`src/rtl/run_control_pkg.sv`:
```
// rtl/run_control_pkg.sv - state encoding and default parameters for the front-panel run controller
package run_control_pkg;

    typedef enum logic [1:0] {
        IDLE   = 2'd0,
        RUN    = 2'd1,
        STEP   = 2'd2,
        HALTED = 2'd3
    } state_e;

    localparam int DEFAULT_DEBOUNCE_CYCLES = 65536;
    localparam int DEFAULT_STEP_CYCLES     = 4;
    localparam int DEFAULT_CNT_W           = 17;

endpackage

```
`src/rtl/btn_debounce.sv`:
```
// rtl/btn_debounce.sv - two-flop synchroniser, counter debouncer and rising-edge pulse for one push-button
module btn_debounce
    import run_control_pkg::*;
#(
    parameter int DEBOUNCE_CYCLES = DEFAULT_DEBOUNCE_CYCLES,
    parameter int CNT_W           = DEFAULT_CNT_W
) (
    input  logic clk,
    input  logic reset,
    input  logic btn_raw,
    output logic level,
    output logic rise_pulse
);

    localparam logic [CNT_W-1:0] CNT_LAST = CNT_W'(DEBOUNCE_CYCLES - 1);

    logic             sync1_q, sync2_q;
    logic             level_q, level_d;
    logic             pulse_q, pulse_d;
    logic [CNT_W-1:0] cnt_q, cnt_d;

    // Count consecutive cycles the synchronised level disagrees; flip once the run is long enough.
    always_comb begin
        level_d = level_q;
        pulse_d = 1'b0;
        cnt_d   = '0;
        if (sync2_q != level_q) begin
            if (cnt_q == CNT_LAST) begin
                level_d = sync2_q;
                pulse_d = sync2_q;
            end else begin
                cnt_d = cnt_q + 1'b1;
            end
        end
    end

    // Synchroniser chain plus debounce state registers.
    always_ff @(posedge clk or posedge reset) begin
        if (reset) begin
            sync1_q <= 1'b0;
            sync2_q <= 1'b0;
            level_q <= 1'b0;
            pulse_q <= 1'b0;
            cnt_q   <= '0;
        end else begin
            sync1_q <= btn_raw;
            sync2_q <= sync1_q;
            level_q <= level_d;
            pulse_q <= pulse_d;
            cnt_q   <= cnt_d;
        end
    end

    assign level      = level_q;
    assign rise_pulse = pulse_q;

endmodule

```
`src/rtl/run_control.sv`:
```
// rtl/run_control.sv - RUN/STEP/HALT controller driving the clock-divider start enable; STEP_MODE_EN builds the step path
module run_control
    import run_control_pkg::*;
#(
    parameter int DEBOUNCE_CYCLES = DEFAULT_DEBOUNCE_CYCLES,
    parameter int STEP_CYCLES     = DEFAULT_STEP_CYCLES,
    parameter int CNT_W           = DEFAULT_CNT_W
) (
    input  logic clk,
    input  logic reset,
    input  logic btn_run,
    input  logic btn_step,
    input  logic halt_req,
    output logic start,
    output logic running,
    output logic halted
);

    state_e state_q, state_d;
    logic   start_q, running_q, halted_q;
    logic   run_p, step_p;
    logic   run_level_unused;

    btn_debounce #(
        .DEBOUNCE_CYCLES(DEBOUNCE_CYCLES),
        .CNT_W          (CNT_W)
    ) u_run_db (
        .clk       (clk),
        .reset     (reset),
        .btn_raw   (btn_run),
        .level     (run_level_unused),
        .rise_pulse(run_p)
    );

`ifdef STEP_MODE_EN
    localparam logic [CNT_W-1:0] STEP_LAST = CNT_W'(STEP_CYCLES - 1);

    logic             step_level_unused;
    logic [CNT_W-1:0] step_cnt_q;

    btn_debounce #(
        .DEBOUNCE_CYCLES(DEBOUNCE_CYCLES),
        .CNT_W          (CNT_W)
    ) u_step_db (
        .clk       (clk),
        .reset     (reset),
        .btn_raw   (btn_step),
        .level     (step_level_unused),
        .rise_pulse(step_p)
    );

    // Cycles spent in STEP; zero on every entry because it is cleared in all other states.
    always_ff @(posedge clk or posedge reset) begin
        if (reset) begin
            step_cnt_q <= '0;
        end else if (state_q == STEP) begin
            step_cnt_q <= step_cnt_q + 1'b1;
        end else begin
            step_cnt_q <= '0;
        end
    end
`else
    logic unused_step;
    assign unused_step = btn_step & (STEP_CYCLES > 0);
    assign step_p      = 1'b0;
`endif

    // Next-state decode; halt_req outranks any button pulse.
    always_comb begin
        state_d = state_q;
        case (state_q)
            IDLE: begin
                if (halt_req)    state_d = HALTED;
                else if (run_p)  state_d = RUN;
                else if (step_p) state_d = STEP;
            end
            RUN: begin
                if (halt_req)   state_d = HALTED;
                else if (run_p) state_d = IDLE;
            end
            STEP: begin
`ifdef STEP_MODE_EN
                if (halt_req)                     state_d = HALTED;
                else if (step_cnt_q == STEP_LAST) state_d = IDLE;
`else
                state_d = IDLE;
`endif
            end
            HALTED: begin
                if (!halt_req && run_p) state_d = IDLE;
            end
            default: state_d = IDLE;
        endcase
    end

    // State register with outputs decoded from the incoming state so they change on the same edge.
    always_ff @(posedge clk or posedge reset) begin
        if (reset) begin
            state_q   <= IDLE;
            start_q   <= 1'b0;
            running_q <= 1'b0;
            halted_q  <= 1'b0;
        end else begin
            state_q   <= state_d;
            start_q   <= (state_d == RUN) || (state_d == STEP);
            running_q <= (state_d == RUN);
            halted_q  <= (state_d == HALTED);
        end
    end

    assign start   = start_q;
    assign running = running_q;
    assign halted  = halted_q;

endmodule

```
`config.mk`:
```
export PLATFORM = sky130hd
export DESIGN_NAME = run_control
export DESIGN_NICKNAME = d
export VERILOG_FILES = /design/src/rtl/run_control_pkg.sv /design/src/rtl/btn_debounce.sv /design/src/rtl/run_control.sv
export SDC_FILE = /design/constraint.sdc
export NUM_CORES = 1
export LEC_CHECK = 0
export CAP_MARGIN = 20
export CORE_MARGIN = 2
export CORE_UTILIZATION = 56
export DETAILED_ROUTE_END_ITERATION = 7
export GPL_TIMING_DRIVEN = 0
export HOLD_SLACK_MARGIN = 0.02
export PLACE_DENSITY = 0.78
export SLEW_MARGIN = 0
export SYNTH_ARGS = -nofsm -noshare
export SYNTH_HDL_FRONTEND = slang
export SYNTH_SLANG_ARGS = --single-unit
export TNS_END_PERCENT = 5
```
`constraint.sdc`:
```
create_clock -name clk -period 1.9 [get_ports clk]
set_input_delay 0.38 -clock clk [delete_from_list [all_inputs] [get_ports clk]]
set_output_delay 0.38 -clock clk [all_outputs]
set_load 0.05 [all_outputs]
```
; After elaboration in Yosys (flattened, before gate mapping)
; Index checks and enable logic that the tools add are counted.
[totals]
ff_bits = 26
input_bits = 5
out_inout_bits = 3
[op_classes]
n_reduce_logical = 5
mux = 10
n_eq_ne = 8
add_sub_neg = 1
[op_table]
columns = cell, count
row1 = 17-bit 2-to-1 mux, 2
row2 = 17-bit by 1-bit adder with 17-bit output (second input constant), 1
row3 = 17-bit by 16-bit equality test with 1-bit output (second input constant), 1
row4 = 2-bit 2-to-1 mux, 5
row5 = 2-bit equality test (second input constant), 4
row6 = 2-bit case mux with 4 select lines, 1
row7 = 2-bit by 1-bit equality test with 1-bit output (second input constant), 2
row8 = 2-bit zero test, 1
row9 = 1-bit 2-to-1 mux, 2
row10 = 2-bit AND reduction, 1
row11 = 1-bit logical AND, 1
row12 = 1-bit zero test, 1
row13 = 1-bit logical OR, 1
row14 = 1-bit != test, 1

; Depth between registers and ports, before layout
[logic_depth]
word_depth = 6
mapped_depth = 6
depth_no_buf = 5

; Hierarchy
; From an unflattened synthesis, not the netlist that was laid out.
[hier_totals]
cells_unflattened = 111
area_unflattened_um2 = 1186.1
[modules_own_cells]
columns = mod, cells_each, instances, area_per_inst_um2
row1 = btn_debounce, 94, 1, 970.9
row2 = run_control, 17, 1, 215.2

; Least setup slack after synthesis
; No wires, ideal clock.
[synth_timing]
kind = register to register
from = register u_run_db.cnt_q[0]
to = register u_run_db.level_q, in the netlist u_run_db.level
n_path_buf = 0
setup_ns = 0.125
t_arrival_ns = 1.347
period_less_slack_ns = 1.472
required_ns = 1.775
path_stages_with_launch = 6
setup_slack_ns = 0.428
path_cell_list = dfrtp_1 -> ha_1 -> nand3_1 -> nor3_4 -> nand4_2 -> mux2_4
[synth_via]
elab_chain_len = 2
[synth_lines]
columns = element, line_no
row1 = start: declaration, btn_debounce.sv:20  ; logic [CNT_W-1:0] cnt_q, cnt_d;
row2 = start signal: assignment, btn_debounce.sv:50  ; cnt_q <= cnt_d;
row3 = 17-bit by 16-bit equality test with 1-bit output, btn_debounce.sv:28  ; if (cnt_q == CNT_LAST) begin
row4 = 2-bit AND reduction (no source line), -
row5 = end signal: assignment, btn_debounce.sv:48  ; level_q <= level_d;
row6 = end: declaration, btn_debounce.sv:18  ; logic level_q, level_d;
; No other way between the ends.
; A chain may end at the register's enable or synchronous reset.

; Worst setup path in the final report
[layout_timing]
from = register halted_q, in the netlist halted
to = output port halted
[layout_lines]
columns = element, line_no
row1 = start: declaration, run_control.sv:20  ; logic start_q, running_q, halted_q;
row2 = start signal: assignment, run_control.sv:107  ; halted_q <= (state_d == HALTED);
row3 = end: declaration, run_control.sv:16  ; output logic halted
; No word-level cell between the ends.

==> results.toml <==
[global_route]
antenna_found_initial = 0
grt_pass1_vias = 762
grt_use_total_pct = 17.85
grt_max_degree = 27
grt_first_pass_wirelength_mm = 3.263
grt-ovfl-total = 0

[place]
dp_hpwl_mm = 1.320
numPortBuffers = 6
gp_congestion = 0.7628

[synthesis]
yosysSeqAreaShare_pct = 55.44
synth_cell_types = 23
postSynthCellCount = 102
yosysMostFrequentCell = "dfrtp_1"
synth_top_area_cell = "dfrtp_1"
synth_xor_area_share_pct = 11.94
synth.area.top_cells = "dfrtp_1, xnor2_1, nor2_1"
syn_area_mm2 = 0.001174
yosys.area_share.simple_pct = 21.32
ys_ff_latch = 26
ys_top_cells_by_count = "dfrtp_1, nor2_1, xnor2_1"
synth_edf_count = 0
synth_top_family_by_area = "simple AND/OR/NAND/NOR gates"
async_flop_share_pct = 100.0
ys.flop_type = "dfrtp_1"
yosys.area_share.adder_pct = 3.198
syn_nets = 110
syn_avg_cell_area_um2 = 11.51
yosys_warnings = 0
synthMuxAreaShare_pct = 1.279
synth_compound_area_share_pct = 2.985
synth_top_area_share_pct = 55.44

[layout]
syn_to_final_growth_pct = 11.30
n_antenna_cell = 0
fill_cells = 164
drive_gt1_share_pct = 10.71
nets = 121

[sta]
rsz0062_at_grt = "false"
hold_viol = 0
layout_min_cycle_time_ps = 1846
period_share_pct = 97.17
slew-limit-headroom_pct = 37.75
whs_ps = 377.9
fin_skew_ps = 6.664
tightest_slew_ps = 932.7
setup_viol = 0
setup-tns-final_ps = 0
drv_slew = 0
fmax_mhz = 541.7

[critical_path]
cp_top_family = "buffers and inverters"
crit_type = "reg2out"
critPathArrivalTime_ps = 1470
crit_path_end_kind = "output pin"
worst_path_largest_cell_delay_ps = 790
critical_path.max_fanout = 1
cpMaxStageDelayCell = "clkdlybuf4s50_1"
cp.required_ps = 1520
startpoint_type = "flip-flop"
crit_buf_inv = 1
path_cells = "clkdlybuf4s50_1"
rrSetupSlack_ps = 220

[routing]
drt_first_iter_violations = 3
ant_nets = 0
post_drt_wl_per_cell_um = 12.83
route.detailed.drc = 0
vias_per_cell = 5.266
vias = 732
wl_mm = 1.784
first_pass_iters = 4

[power]
p_leak_nw = 0.6164
p_per_area_mw_per_mm2 = 923.2
total_power_w = 0.001206
ir_drop_mv = 0.5471

[clock_network]
clkTransAtPathRegs_ps = 130
cts_inserted_buffers = 3
htree_num_levels = 1
clk_latency_ps = 320
clock-sinks = 26
cts_root_buffer = "clkbuf_4"
cts_tree = "built"
max-clock-path-buffers = 2

[die]
num_rows = 16
core-area_mm2 = 0.001962
io_pins = 8
die_h_um = 49.78
die_w_um = 49.78
initial_core_util_pct = 59.82
fp.dieArea_mm2 = 0.002478

[run]
cap_violations = 0

[outcome]
status = "finished clean"

[hold_path]
hold_class = "reg2reg"
-- flip-flops by register name, indices dropped and copies added, names as in the netlist --
signal and flops:
u_run_db.cnt_q 17, state_q 2, u_run_db.rise_pulse 1, start 1, halted 1, u_run_db.sync2_q 1, running 1, u_run_db.level 1
u_run_db.sync1_q 1
-- kinds of logic (layout without fill, tap and decap cells) --
| family | count (synthesis) | in the layout |
|---|---|---|
| DFF | 26 | 26 |
| muxes | 1 | 1 |
| and+or+nand+nor | 42 | 42 |
| AOI/OAI and AO/OA | 4 | 4 |
| adders and majority gates | 3 | 3 |
| buffers and inverters | 10 | 20 |
| xor gates and xnor gates | 16 | 16 |
-- per-stage QoR --
| step | worst slack (ps) | instances | utilization, % | cell area, um^2 |
|---|---|---|---|---|
| 2_1_floorplan | 428.4 | 102 | - | 1174 |
| 3_3_place_gp | 278.4 | 135 | 64.60 | 1267 |
| 3_5_place_dp | 240.7 | 135 | 64.60 | 1267 |
| 4_1_cts | 41.11 | 139 | 66.45 | 1304 |
| 5_1_grt | 5.728 | 139 | 66.58 | 1306 |
| 6_report | 53.80 | 139 | 66.58 | 1306 |
-- cell type report --
class / count / area [um^2] / area share (%)
buffer: 1 / 11.26 / 0.8621
timing repair buffer: 6 / 62.56 / 4.789
tap: 27 / 33.78 / 2.586
sequential: 26 / 650.6 / 49.81
clock buffer: 4 / 36.28 / 2.778
multi-input combinational: 66 / 478.0 / 36.59
inverter: 9 / 33.78 / 2.586
-- routing by layer --
| metal | vias to the layer above | share of wire, % | GRT usage (%) |
|---|---|---|---|
| met5 | - | 0 | 0 |
| met2 | 9 | 51 | 30.00 |
| met1 | 353 | 44 | 21.79 |
| met4 | 0 | 2.5 | 9.722 |
| met3 | 5 | 2.9 | 3.030 |
| li1 | 365 | - | - |
-- worst paths after layout --
kind | from | end | cells past startpoint
worst max-delay path | halted$_DFF_PP0_ | halted | 1
worst min-delay path | u_run_db.sync1_q$_DFF_PP0_ | u_run_db.sync2_q$_DFF_PP0_ | 0
worst max register to register | u_run_db.cnt_q[0]$_DFF_PP0_ | u_run_db.cnt_q[15]$_DFF_PP0_ | 6
worst min register to register | u_run_db.sync1_q$_DFF_PP0_ | u_run_db.sync2_q$_DFF_PP0_ | 0
max in group asynchronous | reset | u_run_db.rise_pulse$_DFF_PP0_ | 2
min in group asynchronous | reset | u_run_db.cnt_q[10]$_DFF_PP0_ | 2
-- power by group --
part | internal [W] | switching (W)
registers | 0.000612 | 0.0000242
clock network | 0.000117 | 0.000161
logic | 0.000101 | 0.000189
total | 0.000831 | 0.000375
-- timing repair --
item                                    in CTS  in global routing
endpoints found under the setup margin       0                  1
gates resized for setup                      0                  1
setup buffers                                0                  0
hold buffers                                 0                  0
-- placed cells by master (no fill, tap or decap), types with 2 or more instances in the layout --
master / Yosys / routed
and3_1: 2 / 2
nand3_1: 5 / 5
inv_1: 9 / 9
nand2_1: 3 / 3
clkbuf_4: 0 / 3
dfrtp_1: 26 / 26
nor3_1: 2 / 2
ha_1: 3 / 3
xnor2_1: 12 / 12
nor4_1: 5 / 5
nor2_1: 18 / 18
nand4_4: 2 / 2
xor2_1: 4 / 4
clkdlybuf4s50_1: 0 / 5
No activity file was read; power rests on OpenSTA's default activity.
==> patch 1: new RTL, same settings <==
Register the output `running` once more, with the module's reset; this adds one clock of latency there. The other outputs are not delayed to match.
--- a/src/rtl/run_control.sv
+++ b/src/rtl/run_control.sv
@@ -110,5 +110,11 @@
 
     assign start   = start_q;
-    assign running = running_q;
+    always_ff @(posedge clk or posedge reset) begin
+        if (reset) begin
+            running <= '0;
+        end else begin
+            running <= running_q;
+        end
+    end
     assign halted  = halted_q;
 
Function: no difference found for any inputs over 10 cycles, from zero or initial values and one cycle with reset high; that may be too few to reach the edited logic, so the function may still have changed.
==> patch 1 against the original RTL <==
Total power is 1.2% higher; sequential cell count is 1 higher; fmax is 0.22% lower; worst setup slack worse by 0.0040 ns; wire length is 3.4% higher; first-iteration DRC count grew to 5.0 times the old value; synthesized area is 2.1% higher; final area is 3.5% higher; largest cell class unchanged.
==> patch 1: results (changes against the original RTL) <==
run status finished clean (unchanged); post-synthesis xor/xnor area fraction 11.7% (was 11.9%); met3 routing resource usage after global routing 6.85% (was 3.03%); top post-synthesis cells by area sky130_fd_sc_hd__dfrtp_1 56%, sky130_fd_sc_hd__xnor2_1 8.8%, sky130_fd_sc_hd__nor2_1 5.6% (was sky130_fd_sc_hd__dfrtp_1 55%, sky130_fd_sc_hd__xnor2_1 9.0%, sky130_fd_sc_hd__nor2_1 5.8%); global router's overall resource usage 17.3% (was 17.9%); net count after synthesis 111 (was 110); vias per std cell 5.18 (was 5.27); sequential area share after synthesis 56.4% (was 55.4%); actual transition at the worst max-transition pin 0.522 ns (was 0.933 ns); Max VDD drop 0.769 mV (was 0.547 mV); via count of the first global-routing pass 746 (was 762); power in the clock group 243 uW (was 279 uW); routed wire length on met3 78 um (was 51 um); hold slack 0.224 ns (was 0.378 ns); number of antenna violations at the first check in global routing 0 (unchanged); Reg clk slew, reported paths 0.15 ns (was 0.13 ns); most frequent cells after synthesis 27 x sky130_fd_sc_hd__dfrtp_1, 18 x sky130_fd_sc_hd__nor2_1, 12 x sky130_fd_sc_hd__xnor2_1 (was 26 x sky130_fd_sc_hd__dfrtp_1, 18 x sky130_fd_sc_hd__nor2_1, 12 x sky130_fd_sc_hd__xnor2_1); compound-cell area share of the yosys netlist 2.92% (was 2.99%); Placer Congestion 0.776 (was 0.763); Post-layout nets 123 (was 121); setup slack of the most critical reg-to-reg path 0.26 ns (was 0.22 ns); fraction of synthesized area in multiplexers 1.25% (was 1.28%); pin count of the biggest net entering global routing 28 (was 27); arithmetic-cell share of the synthesized area counting full adders, half adders and majority gates 3.13% (was 3.20%); global-route track usage on met1 21.0% (was 21.8%); sum of net half-perimeters after detailed placement 1.23 mm (was 1.32 mm); wire length of the first global-routing pass 3.26 mm (about the same); share of layout cells above drive strength 1 11.4% (was 10.7%); detailed router's first-iteration violation count 15 (was 3); met2 usage 28.7% (was 30.0%); Sequential Power Share 54.9% (was 52.8%); worst clock skew 0.0144 ns (was 0.00666 ns)
==> patch 1: final cells by class <==
cell class                      count  area (um^2)
Inverter                            9         33.8
Fill cell                         136          629
Buffer                              1         11.3
Clock buffer                        3         22.5
Tap cell                           27         33.8
Sequential cell                    27          676
Clock inverter                      1         5.00
Timing Repair Buffer                7         92.6
Multi-Input combinational cell     66          478
==> patch 1: metrics by stage <==
step	worst slack (ns)	power, uW	std cells	area, um^2
global placement	0.303	969	136	1290
detailed placement	0.291	982	136	1290
CTS	0.00773	1220	140	1320
global route	0.00192	1290	141	1350
floorplan	0.428	886	103	1200
finish	0.0498	1220	141	1350
==> patch 1: cell families after synthesis <==
kind of cell    Yosys count
xor+xnor                 16
flops                    27
mux                       1
fa+ha+maj                 3
compound gates            4
buf+inv                  10
simple gates             42
==> patch 1: timing repair <==
item | 4_1_cts | 5_1_grt
gates resized for setup | 0 | 2
setup buffers | 0 | 0
setup endpoints to repair | 0 | 2
==> patch 2: new RTL, same flow settings <==
Made on the original files. Set the package constant `DEFAULT_CNT_W` to 21 (it was 17).
--- a/src/rtl/run_control_pkg.sv
+++ b/src/rtl/run_control_pkg.sv
@@ -11,5 +11,5 @@
     localparam int DEFAULT_DEBOUNCE_CYCLES = 65536;
     localparam int DEFAULT_STEP_CYCLES     = 4;
-    localparam int DEFAULT_CNT_W           = 17;
+    localparam int DEFAULT_CNT_W           = 21;
 
 endpackage
Check against the original RTL: same outputs for any inputs over 10 cycles, from zero or initial values and one cycle with reset high; that may be too few to reach the edited logic, so the function may still have changed.
==> patch 2 against the original RTL <==
Clock skew increased by 0.0032 ns; sequential share of layout area decreased by 4.7 points; final area increased by 28%; clock power increased by 38%; sequential cell count increased by 4; wire length increased by 47%; worst setup slack got worse by 0.015 ns; synthesized area increased by 18%; synthesized cell count increased by 30%; total power increased by 0.25%.
==> patch 2: results (changes against the original RTL) <==
run status finished clean (unchanged); type of the tightest min-delay check in -> async (was reg -> reg); portion of synthesized cell area occupied by the leading cell type 54.3% (was 55.4%); leading registers by flop count u_run_db.cnt_q (21), state_q (2) (was u_run_db.cnt_q (17), state_q (2)); synthesized netlist cell count 133 (was 102); largest fanout on the critical path 6 (was 1); Reg clk slew, reported paths 0.09 ns (was 0.13 ns); P_int 896 uW (was 831 uW); actual transition at the worst max-transition pin 0.497 ns (was 0.933 ns); number of fillers in the final layout 188 (was 164); wire length of the first global-routing pass 4.32 mm (was 3.26 mm); worst clock skew 0.00984 ns (was 0.00666 ns); Placement Cell Area 1480 um^2 (was 1270 um^2); worst r2r path cells 4 (was 6); Crit path max-delay family simple AND/OR/NAND/NOR gates (was buffers and inverters); via count of the first global-routing pass 978 (was 762); share of layout cells above drive strength 1 21.0% (was 10.7%); global-route track usage on met1 25.4% (was 21.8%); number of different library cells in the post-synthesis netlist 28 (was 23); most frequent cells after synthesis 30 x sky130_fd_sc_hd__dfrtp_1, 21 x sky130_fd_sc_hd__nor2_1, 12 x sky130_fd_sc_hd__nand2_1 (was 26 x sky130_fd_sc_hd__dfrtp_1, 18 x sky130_fd_sc_hd__nor2_1, 12 x sky130_fd_sc_hd__xnor2_1); global router's overall resource usage 22.0% (was 17.9%); top post-synthesis cells by area sky130_fd_sc_hd__dfrtp_1 54%, sky130_fd_sc_hd__xnor2_1 6.3%, sky130_fd_sc_hd__nor2_1 5.7% (was sky130_fd_sc_hd__dfrtp_1 55%, sky130_fd_sc_hd__xnor2_1 9.0%, sky130_fd_sc_hd__nor2_1 5.8%); count of placed standard cells including taps 169 (was 135); net count after synthesis 141 (was 110); critical path arrival 2.10 ns (was 1.47 ns); Placer Congestion 0.806 (was 0.763); total number of H-tree levels 2 (was 1); met2 usage 34.6% (was 30.0%); number of CTS-inserted buffers 5 (was 3); detailed router's first-iteration violation count 19 (was 3); met3 routing resource usage after global routing 8.89% (was 3.03%); Post-layout nets 164 (was 121); amount of wire on met2 after detailed routing 1.34 mm (was 905 um); routed wire length on met3 99 um (was 51 um); crit path to u_run_db.cnt_q[18] (was halted); Max VDD drop 0.562 mV (was 0.547 mV); final worst-path setup slack 0.0389 ns (was 0.0538 ns)
## patch 2: what timing repair did
| action | 4_1_cts | 5_1_grt |
|---|---|---|
| endpoints found under the setup margin | 21 | 12 |
| gates resized for setup | 4 | 5 |
| buffers inserted | 6 | 3 |
| hold endpoints to repair | 0 | 0 |
| pin swaps | 3 | 1 |
## patch 2: worst min-delay path by stage
stage	to	slack, ns	depth (start not counted)
6_report	u_run_db.cnt_q[10]	0.30	2
5_1_grt	u_run_db.cnt_q[13]	0.33	2
4_1_cts	u_run_db.sync2_q	0.36	0
3_5_place_dp	u_run_db.sync2_q	0.34	0
3_3_place_gp	u_run_db.sync2_q	0.33	0
2_1_floorplan	u_run_db.sync2_q	0.33	0
## patch 2: cell type report
| cell class | count | share of cell area [%] |
|---|---|---|
| clock inverters | 1 | 0.300 |
| inverters | 5 | 1.13 |
| multi-input cells | 96 | 37.7 |
| flip-flops and latches | 30 | 45.1 |
| well taps | 30 | 2.25 |
| plain buffers | 2 | 0.901 |
| repair buffers | 16 | 9.31 |
| clock buffers | 7 | 3.30 |
## patch 2: power by group through the flow
stage	clock [uW]	sequential, uW	combinational, uW
4_1_cts	395	677	141
6_report	385	676	147
3_3_place_gp	0	688	135
5_1_grt	428	680	163
2_1_floorplan	0	735	44.7
3_5_place_dp	0	690	141
## patch 2: cells by family (layout without fill, tap and decap cells)
kind of cell    Yosys count  in the layout  synth area share [%]
simple gates             64             64                  24.8
compound gates           13             13                  5.61
mux                       2              2                  1.63
fa+ha+maj                 3              3                  2.72
flops                    30             30                  54.3
xor+xnor                 14             14                  8.87
buf+inv                   7             31                  2.08
